`src/rtl/time_setter_if.sv`:
```
// Minute/second load interface between the time setter (master) and the countdown (slave).
interface time_setter_if;
    logic [3:0] minute_out;
    logic [5:0] second_out;
    logic       changed;
    logic       load_valid;

    // load_valid is a one-cycle strobe with no ready; the slave samples
    // minute_out/second_out on that cycle and must always accept it.
    modport master (output minute_out, output second_out, output changed, output load_valid);
    modport slave  (input  minute_out, input  second_out, input  changed, input  load_valid);
endinterface

```
`src/rtl/time_setter.sv`:
```
// Front-panel minute/second entry with single-step and hold-to-repeat keys,
// plus a single load strobe per confirm press.
module time_setter #(
    parameter int REPEAT_DELAY = 25000000,
    parameter int REPEAT_RATE  = 5000000,
    parameter int MAX_MIN      = 9,
    parameter int DEFAULT_MIN  = 2,
    parameter int DEFAULT_SEC  = 0
) (
    input  logic               clk,
    input  logic               resetn,
    input  logic               lock,
    input  logic               key_min_up,
    input  logic               key_min_dn,
    input  logic               key_sec_up,
    input  logic               key_sec_dn,
    input  logic               confirm,
    time_setter_if.master      load_if,
    output logic [1:0]         dbg_state
);
    localparam int CW = 26;
    localparam logic [CW-1:0] DLY_LOAD  = CW'(REPEAT_DELAY - 1);
    localparam logic [CW-1:0] RATE_LOAD = CW'(REPEAT_RATE - 1);
    localparam logic [3:0]    MAX_M     = 4'(MAX_MIN);

    typedef enum logic [1:0] {IDLE = 2'd0, DELAY = 2'd1, REPEAT = 2'd2} state_t;

    state_t          state;
    logic [CW-1:0]   cnt;
    logic [3:0]      active_key;
    logic [3:0]      minute_q;
    logic [5:0]      second_q;
    logic            changed_q;
    logic            load_valid_q;
    logic            confirm_q;

    logic [3:0]      key;
    logic            one_hot;
    logic            do_step;
    logic [3:0]      min_nxt;
    logic [5:0]      sec_nxt;

    always_comb begin
        key     = {key_min_up, key_min_dn, key_sec_up, key_sec_dn};
        one_hot = (key != 4'd0) && ((key & (key - 4'd1)) == 4'd0);
        do_step = 1'b0;
        unique case (state)
            IDLE:    do_step = !lock && one_hot;
            DELAY,
            REPEAT:  do_step = !lock && (key == active_key) && (cnt == '0);
            default: do_step = 1'b0;
        endcase
        // Fields wrap independently; no carry between minutes and seconds.
        min_nxt = minute_q;
        sec_nxt = second_q;
        unique case (key)
            4'b1000: min_nxt = (minute_q == MAX_M)  ? 4'd0  : minute_q + 4'd1;
            4'b0100: min_nxt = (minute_q == 4'd0)   ? MAX_M : minute_q - 4'd1;
            4'b0010: sec_nxt = (second_q == 6'd59)  ? 6'd0  : second_q + 6'd1;
            4'b0001: sec_nxt = (second_q == 6'd0)   ? 6'd59 : second_q - 6'd1;
            default: ;
        endcase
    end

    always_ff @(posedge clk) begin
        if (!resetn) begin
            state        <= IDLE;
            cnt          <= '0;
            active_key   <= 4'd0;
            minute_q     <= 4'(DEFAULT_MIN);
            second_q     <= 6'(DEFAULT_SEC);
            changed_q    <= 1'b0;
            load_valid_q <= 1'b0;
            confirm_q    <= 1'b1;
        end else begin
            confirm_q    <= confirm;
            load_valid_q <= confirm && !confirm_q && !lock;
            changed_q    <= do_step;
            if (do_step) begin
                minute_q <= min_nxt;
                second_q <= sec_nxt;
            end
            if (lock) begin
                state <= IDLE;
                cnt   <= '0;
            end else begin
                unique case (state)
                    IDLE: if (one_hot) begin
                        active_key <= key;
                        cnt        <= DLY_LOAD;
                        state      <= DELAY;
                    end
                    DELAY, REPEAT: begin
                        if (key != active_key) begin
                            state <= IDLE;
                        end else if (cnt == '0) begin
                            cnt   <= RATE_LOAD;
                            state <= REPEAT;
                        end else begin
                            cnt <= cnt - 1'b1;
                        end
                    end
                    default: state <= IDLE;
                endcase
            end
        end
    end

    assign load_if.minute_out = minute_q;
    assign load_if.second_out = second_q;
    assign load_if.changed    = changed_q;
    assign load_if.load_valid = load_valid_q;
    assign dbg_state          = state;
endmodule

```
`src/flat_wrapper.sv`:
```
// flat-port wrapper written by rule: the top's interface ports become plain ports
module time_setter_flat 
#(
    parameter int REPEAT_DELAY = 25000000,
    parameter int REPEAT_RATE  = 5000000,
    parameter int MAX_MIN      = 9,
    parameter int DEFAULT_MIN  = 2,
    parameter int DEFAULT_SEC  = 0
)
  (clk, resetn, lock, key_min_up, key_min_dn, key_sec_up, key_sec_dn, confirm, dbg_state, load_if_minute_out, load_if_second_out, load_if_changed, load_if_load_valid);
  time_setter_if load_if_i ();
  input  logic clk;
  input  logic resetn;
  input  logic lock;
  input  logic key_min_up;
  input  logic key_min_dn;
  input  logic key_sec_up;
  input  logic key_sec_dn;
  input  logic confirm;
  output logic [1:0] dbg_state;
  output wire logic [$bits(load_if_i.minute_out)-1:0] load_if_minute_out;
  output wire logic [$bits(load_if_i.second_out)-1:0] load_if_second_out;
  output wire logic [$bits(load_if_i.changed)-1:0] load_if_changed;
  output wire logic [$bits(load_if_i.load_valid)-1:0] load_if_load_valid;
  assign load_if_minute_out = load_if_i.minute_out;
  assign load_if_second_out = load_if_i.second_out;
  assign load_if_changed = load_if_i.changed;
  assign load_if_load_valid = load_if_i.load_valid;
  time_setter #(.REPEAT_DELAY(REPEAT_DELAY), .REPEAT_RATE(REPEAT_RATE), .MAX_MIN(MAX_MIN), .DEFAULT_MIN(DEFAULT_MIN), .DEFAULT_SEC(DEFAULT_SEC)) u_core (.clk(clk), .resetn(resetn), .lock(lock), .key_min_up(key_min_up), .key_min_dn(key_min_dn), .key_sec_up(key_sec_up), .key_sec_dn(key_sec_dn), .confirm(confirm), .load_if(load_if_i), .dbg_state(dbg_state));
endmodule
```
`config.mk`:
```
export PLATFORM = sky130hd
export DESIGN_NAME = time_setter_flat
export DESIGN_NICKNAME = d
export VERILOG_FILES = /design/src/rtl/time_setter_if.sv /design/src/rtl/time_setter.sv /design/src/flat_wrapper.sv
export SDC_FILE = /design/constraint.sdc
export NUM_CORES = 1
export LEC_CHECK = 0
export BUFFER_PORTS_ARGS = -buffer_cell sky130_fd_sc_hd__buf_2
export CORE_MARGIN = 2
export CORE_UTILIZATION = 42
export CTS_BUF_LIST = sky130_fd_sc_hd__clkbuf_8
export CTS_CLUSTER_DIAMETER = 40
export CTS_CLUSTER_SIZE = 8
export DETAILED_ROUTE_END_ITERATION = 10
export PLACE_DENSITY = 0.68
export SETUP_SLACK_MARGIN = 0.2
export SLEW_MARGIN = 10
export SYNTH_ARGS = -nofsm -noshare
export SYNTH_HDL_FRONTEND = slang
export SYNTH_SLANG_ARGS = --single-unit
```
`constraint.sdc`:
```
create_clock -name clk -period 2.8 [get_ports clk]
set_input_delay 0.28 -clock clk [delete_from_list [all_inputs] [get_ports clk]]
set_output_delay 0.28 -clock clk [all_outputs]
set_load 0.02 [all_outputs]
```
After elaboration in Yosys (flattened, before gate mapping):

Index checks and enable logic that the tools add are counted.

* memory bits (read-only): 0
* register bits after elaboration: 45
* output and inout port bits: 14
* memory bits (writable): 0
* input bits: 8
* word-level logic and storage cells: 69
* latch bits: 0
* memories kept: 0

* multiply operators: 0
* multiplexer cells: 15
* add/sub/neg operators: 6
* equal/unequal tests: 13
* bitwise gates (word level): 3
* reductions and logical operators: 24
* div/mod/pow operators: 0
* shift operators: 0
* $lt $le $gt $ge: 0

Operators by type and width (count)
* 2-to-1 mux 26 bit: 3
* one-hot mux 26 bit (2 select lines): 1
* zero test 26 bit: 1
* subtractor 26 x 1 -> 26 bit, second input constant: 1
* 2-to-1 mux 6 bit: 2
* one-hot mux 6 bit (2 select lines): 1
* == test 4 bit, second input constant: 2
* zero test 4 bit: 2
* 2-to-1 mux 4 bit: 2
* one-hot mux 4 bit (2 select lines): 1
* subtractor 4 x 1 -> 4 bit, second input constant: 2
* adder 6 x 1 -> 6 bit, second input constant: 1
* == test 6 bit, second input constant: 1
* logical AND 1 bit: 6
* zero test 6 bit: 1
* 2-to-1 mux 2 bit: 3
* AND reduction 2 bit: 3
* AND reduction 3 bit: 2
* nonzero test 2 bit: 3
* subtractor 6 x 1 -> 6 bit, second input constant: 1
* adder 4 x 1 -> 4 bit, second input constant: 1
* AND 4 bit: 1
* == test 4 x 1 -> 1 bit, second input constant: 1
* == test 4 x 2 -> 1 bit, second input constant: 1
* 15 further kinds: 18

Depth between registers and ports, before layout:

Gate-level depths: netlist of run 1.

* word-level depth: 7
* depth in mapped cells: 11
* depth with buffers taken out: 8

Worst setup path before layout of run 1:

Ideal clock, no wire load.

* path type: flip-flop to flip-flop
* from: register u_core.cnt[21]
* to: register u_core.second_q[2] (netlist: u_core.load_if.second_out[2])
* setup slack: 0.143 ns
* buffers on the path: 2
* period minus slack after synthesis: 2.657 ns
* arrival: 2.586 ns
* data required time: 2.729 ns
* setup time: 0.071 ns
* cell stages (with the launch flop): 9
* cells stage by stage: dfxtp_1 > or4_4 > or3_4 > or3_1 > buf_2 > o21a_1 > buf_6 > or4_1 > a21oi_1

* cells in the longest elaborated chain, start to end: 4

Ends and longest elaborated chain
* from (decl): RTL line time_setter.sv:29 `logic [CW-1:0] cnt;`
* from (signal assigned): RTL line time_setter.sv:100 `cnt <= cnt - 1'b1;`
* zero test 26 bit: RTL line time_setter.sv:50 `REPEAT: do_step = !lock && (key == active_key) && (cnt == '0);`
* logical AND 1 bit: RTL line time_setter.sv:50
* one-hot mux 1 bit (2 select lines): RTL line time_setter.sv:47 `unique case (state)`
* AND reduction 2 bit (no line)
* to (signal assigned): RTL line time_setter.sv:71 `second_q <= 6'(DEFAULT_SEC);`
* to (signal assigned): RTL line time_setter.sv:81 `second_q <= sec_nxt;`
* to (decl): RTL line time_setter.sv:32 `logic [5:0] second_q;`

Every way passes these cells.
A chain may end at the register's enable or synchronous reset.

Worst setup path after layout of run 1:

* from: register u_core.cnt[17]
* to: register u_core.minute_q[1] (netlist: u_core.load_if.minute_out[1])

* cells in the longest elaborated chain, start to end: 4

Ends and longest elaborated chain
* zero test 26 bit: RTL line time_setter.sv:50
* logical AND 1 bit: RTL line time_setter.sv:50
* one-hot mux 1 bit (2 select lines): RTL line time_setter.sv:47
* AND reduction 2 bit (no line)
* to (signal assigned): RTL line time_setter.sv:70 `minute_q <= 4'(DEFAULT_MIN);`
* to (signal assigned): RTL line time_setter.sv:80 `minute_q <= min_nxt;`
* to (decl): RTL line time_setter.sv:31 `logic [3:0] minute_q;`

Every way passes these cells.

==> reports/qor.yml, run 1 <==
status:
  status: "completed"
sta:
  tightest_slew_ns: 0.848
  final_max_slew_viol_count: 0
  relSlewSlack_pct: 43.5
  layout_worst_path_cycle_share_pct: 94.3
  finClkSkew_ns: 0.0112
  finalSetupViolCount: 0
  min_period_ns: 2.64
  max_freq_ghz: 0.379
  rsz0062_at_grt: "true"
  hold_viol_final: 0
  hold_ws_ns: 0.180
  setup_tns_ns: 0
global_routing:
  gr-usage-all-layers_pct: 19.7
  grt_pass1_wl_um: 10400
  antenna_found_initial: 0
  grt_max_degree: 20
  grt_pass1_vias: 2181
  grt-ovfl-total: 0
critical_path:
  critPathRequiredTime_ns: 2.99
  cp-startpoint: "u_core.cnt[17]$_SDFFE_PP0P_"
  critPathBufInv: 0
  crit_path_max_fanout: 5
  crit_type: "reg2reg"
  critPathSlowestCell: "or4_4"
  crit_family: "simple AND/OR/NAND/NOR gates"
  cp_common_cell: "or3_4"
  crit_path_end_kind: "flip-flop"
  crit_chain: "or4_4, or3_4, or3_4, o21a_4, or3_4, a221o_1"
  slowest_delay_ns: 0.54
  startpoint_type: "flip-flop"
  r2r_start: "u_core.cnt[17]$_SDFFE_PP0P_"
  cp.arrival_ns: 2.83
yosys:
  synth_edf_count: 0
  synth_area_leaders: "dfxtp_1, a21oi_1, xnor2_1"
  synth_cell_types: 46
  synth_nets: 338
  synthCells: 324
  synth_area_um2: 2590
  synthAdderAreaFrac_pct: 2.90
  ys_ff_latch: 45
  avgSynthCellArea_um2: 7.99
  synth_top_family_by_area: "simple AND/OR/NAND/NOR gates"
  yosys.area.top_type: "dfxtp_1"
  yosys.area_share.simple_pct: 27.4
  synth_xor_area_share_pct: 7.78
  synth_top_area_share_pct: 34.8
  yosysMostFrequentCell: "dfxtp_1"
  async_reset_ff_share_pct: 0
  ys_top_cells_by_count: "dfxtp_1, a21oi_1, nor2_1"
  synth_ff_type: "dfxtp_1"
  synth_mux_area_share_pct: 0
  seq_area_frac_synth_pct: 34.8
  yosys_warnings: 0
  synth_compound_area_share_pct: 22.3
layout:
  nets: 368
  multiInputGateArea_um2: 1600
  syn_to_final_growth_pct: 15.2
  nFillCells: 586
  drive_gt1_share_pct: 18.9
  regArea_um2: 911
  antenna_cells: 0
cts:
  cts_tree: "yes"
  numCtsBuffers: 5
  cts_hold_buf: 0
  clkSinkCount: 45
  clk_latency_ns: 0.30
  htreeDepth: 2
  clockBufferDepth: 2
  clk_pin_slew_ns: 0.09
  cts_root_buffer: "clkbuf_8"
routing:
  wl_um: 6290
  first_pass_iters: 4
  routed_via_density: 5.87
  vias: 2524
  antenna_left: 0
  wl_per_cell_um: 14.6
  drt-initial-drc-count: 164
  drc_errors: 0
floorplanning:
  rows: 28
  coreArea_um2: 5960
  fp.dieW_um: 82.5
  start_util_pct: 43.5
  dieHeight_um: 82.5
  boundaryPins: 22
  die_area_um2: 6810
worst_hold_path:
  hold_start: "confirm"
  hp-class: "in2reg"
placed_design:
  gp_congestion: 0.857
  dp_hpwl_um: 4420
  port_buffers: 21
pwr:
  peakVddDrop_mv: 0.386
  p_per_area_nw_per_um2: 493
  p_leak_nw: 1.09
run:
  cap_violations: 0
[worst reg2reg max path, stage by stage, from the launching register on]
cell and delay, ns:
dfxtp_2 0.33, or4_4 0.54, or3_4 0.40, or3_4 0.40, o21a_4 0.25, or3_4 0.32
a221o_1 0.31
[worst paths after layout]
check | endpoint | slack [ns] | cells past startpoint
hold reg to reg | u_core.load_if.load_valid$_SDFF_PN0_ | 0.38 | 1
setup reg to reg | u_core.load_if.minute_out[1]$_SDFFE_PN1P_ | 0.16 | 6
setup / recovery | u_core.load_if.minute_out[1]$_SDFFE_PN1P_ | 0.16 | 6
hold / removal | u_core.confirm_q$_SDFF_PN1_ | 0.18 | 2
[placed cells by master (no fill, tap or decap), types with 6 or more instances in the layout]
| master | n |
|---|---|
| o31ai_1 | 6 |
| a21oi_1 | 31 |
| inv_1 | 15 |
| or3_1 | 8 |
| dfxtp_1 | 41 |
| nor4_1 | 10 |
| buf_2 | 21 |
| ha_1 | 6 |
| buf_4 | 18 |
| xor2_1 | 6 |
| nor3_1 | 19 |
| nand3_1 | 10 |
| nand2_1 | 15 |
| nor2_1 | 32 |
| xnor2_1 | 17 |
| o21ai_0 | 12 |
[report_power, final]
group	switching, mW	leakage (nW)	internal, mW
clock	0.219	0.0491	0.170
sequential	0.0274	0.368	0.665
combinational	0.225	0.673	0.165
total	0.471	1.09	1.00
[repair_timing]
item                                    CTS  global route
gates cloned                              0             1
buffers inserted                          0             3
endpoints found under the setup margin    8            16
pin swaps                                 0             6
resized for setup                         3             9
[layer usage]
metal,vias up,GRT usage (%),part of all wire [%]
met5,-,0,0
met4,0,6.39,1.8
met3,9,4.78,4.8
met2,56,30.4,45
met1,1188,27.0,48
li1,1271,-,-
[cell families after synthesis]
group,after synthesis
buffers and inverters,31
adder cells (fa/ha/maj),6
flip-flops,45
AND/OR/NAND/NOR,131
XOR/XNOR,23
AO/OA/AOI/OAI,88
[flip-flops by register name, summed over array words and instances, names as in the netlist]
signal	cells
u_core.load_if.second_out	6
u_core.load_if.load_valid	1
u_core.active_key	4
u_core.dbg_state	2
u_core.load_if.minute_out	4
u_core.confirm_q	1
u_core.cnt	26
u_core.load_if.changed	1
[layout make-up]
type | count | share of cell area, %
sequential | 45 | 30.5
clock inverter | 3 | 0.462
clock buffer | 5 | 2.31
tap | 75 | 3.15
inverter | 14 | 1.76
timing repair buffer | 39 | 8.06
multi-input combinational | 249 | 53.7
[stage by stage]
stage,setup WS (ns),util [%],total power [mW],area (um^2),std cells
4_1_cts,0.159,49.1,1.48,2920,426
2_1_floorplan,0.171,-,0.970,2590,324
5_1_grt,0.101,50.1,1.56,2980,430
3_3_place_gp,0.113,47.5,1.07,2830,418
3_5_place_dp,0.0497,47.5,1.08,2830,418
6_report,0.160,50.1,1.47,2980,430
No activity file was read; power rests on OpenSTA's default activity.
==> inputs of run 2 (changes only) <==
--- a/config.mk
+++ b/config.mk
@@ -14,2 +14,3 @@
 export DETAILED_ROUTE_END_ITERATION = 10
+export GPL_TIMING_DRIVEN = 0
 export PLACE_DENSITY = 0.68
==> constraint.sdc (replaced) <==
create_clock -name clk -period 2.8 [get_ports clk]
set_input_delay 0.14 -clock clk [delete_from_list [all_inputs] [get_ports clk]]
set_output_delay 0.14 -clock clk [all_outputs]
set_load 0.02 [all_outputs]
==> run 2 against run 1 <==
Net effect:
- core utilization up 2.5 points
- cell area up 5.0%
- clock power up 31%
- power up 11%
- combinational power up 9.5%
- sequential cell count unchanged
- largest cell class unchanged
- die area unchanged
==> reports/qor.yml, run 2 (synthesis results as in run 1) <==
status:
  status: "completed"
cts:
  cts_root_buffer: "clkbuf_8"
  numCtsBuffers: 5
  cts_tree: "yes"
  clockBufferDepth: 2
  clk_pin_slew_ns: 0.08
  htreeDepth: 2
  clkSinkCount: 45
  clk_latency_ns: 0.30
  cts_hold_buf: 0
critical_path:
  crit_type: "reg2reg"
  critPathRequiredTime_ns: 2.97
  crit_path_end_kind: "flip-flop"
  startpoint_type: "flip-flop"
  cp.arrival_ns: 2.93
  crit_path_max_fanout: 6
routing:
  vias: 2549
  wl_per_cell_um: 15.4
  drc_errors: 0
  first_pass_iters: 4
  antenna_left: 0
  drt-initial-drc-count: 149
  wl_um: 6650
  routed_via_density: 5.89
layout:
  largest_reg_flops: 26
  antenna_cells: 0
  final_core_util_pct: 52.6
  drive_gt1_share_pct: 18.4
  nets: 371
  layout_common_cells: "dfxtp_1, nor2_1, a21oi_1"
  largest-register: "u_core.cnt"
  instances_no_fill: 433
  final_common_cell: "dfxtp_1"
  syn_to_final_growth_pct: 20.9
placed_design:
  dpl.cell_count: 416
  dp_hpwl_um: 4440
  port_buffers: 17
  gp_congestion: 0.888
sta:
  min_period_ns: 2.76
  finalSetupViolCount: 0
  layout_worst_path_cycle_share_pct: 98.6
  max_freq_ghz: 0.362
  finClkSkew_ns: 0.0129
  hold_ws_ns: 0.0530
  hold_viol_final: 0
  relSlewSlack_pct: 44.2
  final_max_slew_viol_count: 0
  tightest_slew_ns: 0.825
  rsz0062_at_grt: "true"
  setup_tns_ns: 0
pwr:
  finalPower_mw: 1.63
  p_sw_share_pct: 30.5
  p_clk_share_pct: 31.3
  p_leak_nw: 1.11
  internal_power_mw: 1.13
  netSwitchingPower_mw: 0.497
  power_frac_seq_pct: 42.5
  peakVddDrop_mv: 0.320
  p_per_area_nw_per_um2: 520
  combPwrFrac_pct: 26.2
global_routing:
  met3_usage_pct: 3.37
  grt-ovfl-total: 0
  grt_max_degree: 14
  gr-usage-all-layers_pct: 20.6
  antenna_found_initial: 0
  busiest_layer: "met2"
  grt_pass1_wl_um: 11000
  grt_pass1_vias: 2337
  use_met1_pct: 28.2
  grtUsageMet2_pct: 33.9
floorplanning:
  die_area_um2: 6810
  coreArea_um2: 5960
  start_util_pct: 43.5
  rows: 28
  dieHeight_um: 82.5
  boundaryPins: 22
  fp.dieW_um: 82.5
run:
  cap_violations: 0
worst_hold_path:
  hp-class: "in2reg"
-- run 2: worst paths after layout --
path,start,slack (ns),depth (start not counted),endpoint
hold / removal,confirm,0.05,2,u_core.confirm_q$_SDFF_PN1_
setup reg to reg,u_core.cnt[14]$_SDFFE_PP0P_,0.04,10,u_core.load_if.second_out[5]$_SDFFE_PN0P_
setup / recovery,u_core.cnt[14]$_SDFFE_PP0P_,0.04,10,u_core.load_if.second_out[5]$_SDFFE_PN0P_
hold reg to reg,u_core.confirm_q$_SDFF_PN1_,0.41,1,u_core.load_if.load_valid$_SDFF_PN0_
-- run 2: layout make-up --
cell class / instances / area [um^2]
Inverter: 14 / 52.6
Buffer: 17 / 88.8
Fill cell: 564 / 2830
Tap cell: 75 / 93.8
Clock buffer: 6 / 82.6
Multi-Input combinational cell: 248 / 1710
Sequential cell: 45 / 907
Timing Repair Buffer: 26 / 160
Clock inverter: 2 / 33.8
-- run 2: through the flow --
stage | instance area [um^2] | setup WS [ns]
finish | 3130 | 0.0394
global route | 3130 | 0.00322
CTS | 3040 | 0.0231
detailed placement | 2780 | -0.440
global placement | 2770 | -0.464
floorplan | 2590 | 0.171
-- run 2: metal layers --
metal	part of all wire (%)	wire length, um	up-vias
met5	0	0	-
met4	0.48	32	0
met3	3.9	256	2
met2	48	3160	45
met1	48	3200	1236
li1	-	-	1266
-- run 2: what timing repair did --
item                       CTS  global route
buffers inserted             8             1
setup endpoints to repair   35            25
pin swaps                   19             4
gates resized for setup     22            12
-- run 2: critical path, cell delays in order (launching register included) --
cell	delay, ns
dfxtp_2	0.32
or4_4	0.54
or3_4	0.36
or3_4	0.37
buf_6	0.13
o21a_1	0.19
buf_6	0.14
buf_6	0.12
buf_6	0.12
o311ai_4	0.22
o41ai_2	0.11
-- run 2: power by group through the flow --
| stage | registers [mW] | clock network [mW] | logic, mW |
|---|---|---|---|
| after CTS | 0.690 | 0.514 | 0.403 |
| after detailed placement | 0.707 | 0 | 0.346 |
| after floorplan | 0.703 | 0 | 0.267 |
| after global placement | 0.706 | 0 | 0.342 |
| after global routing | 0.696 | 0.549 | 0.467 |
| final | 0.692 | 0.510 | 0.427 |
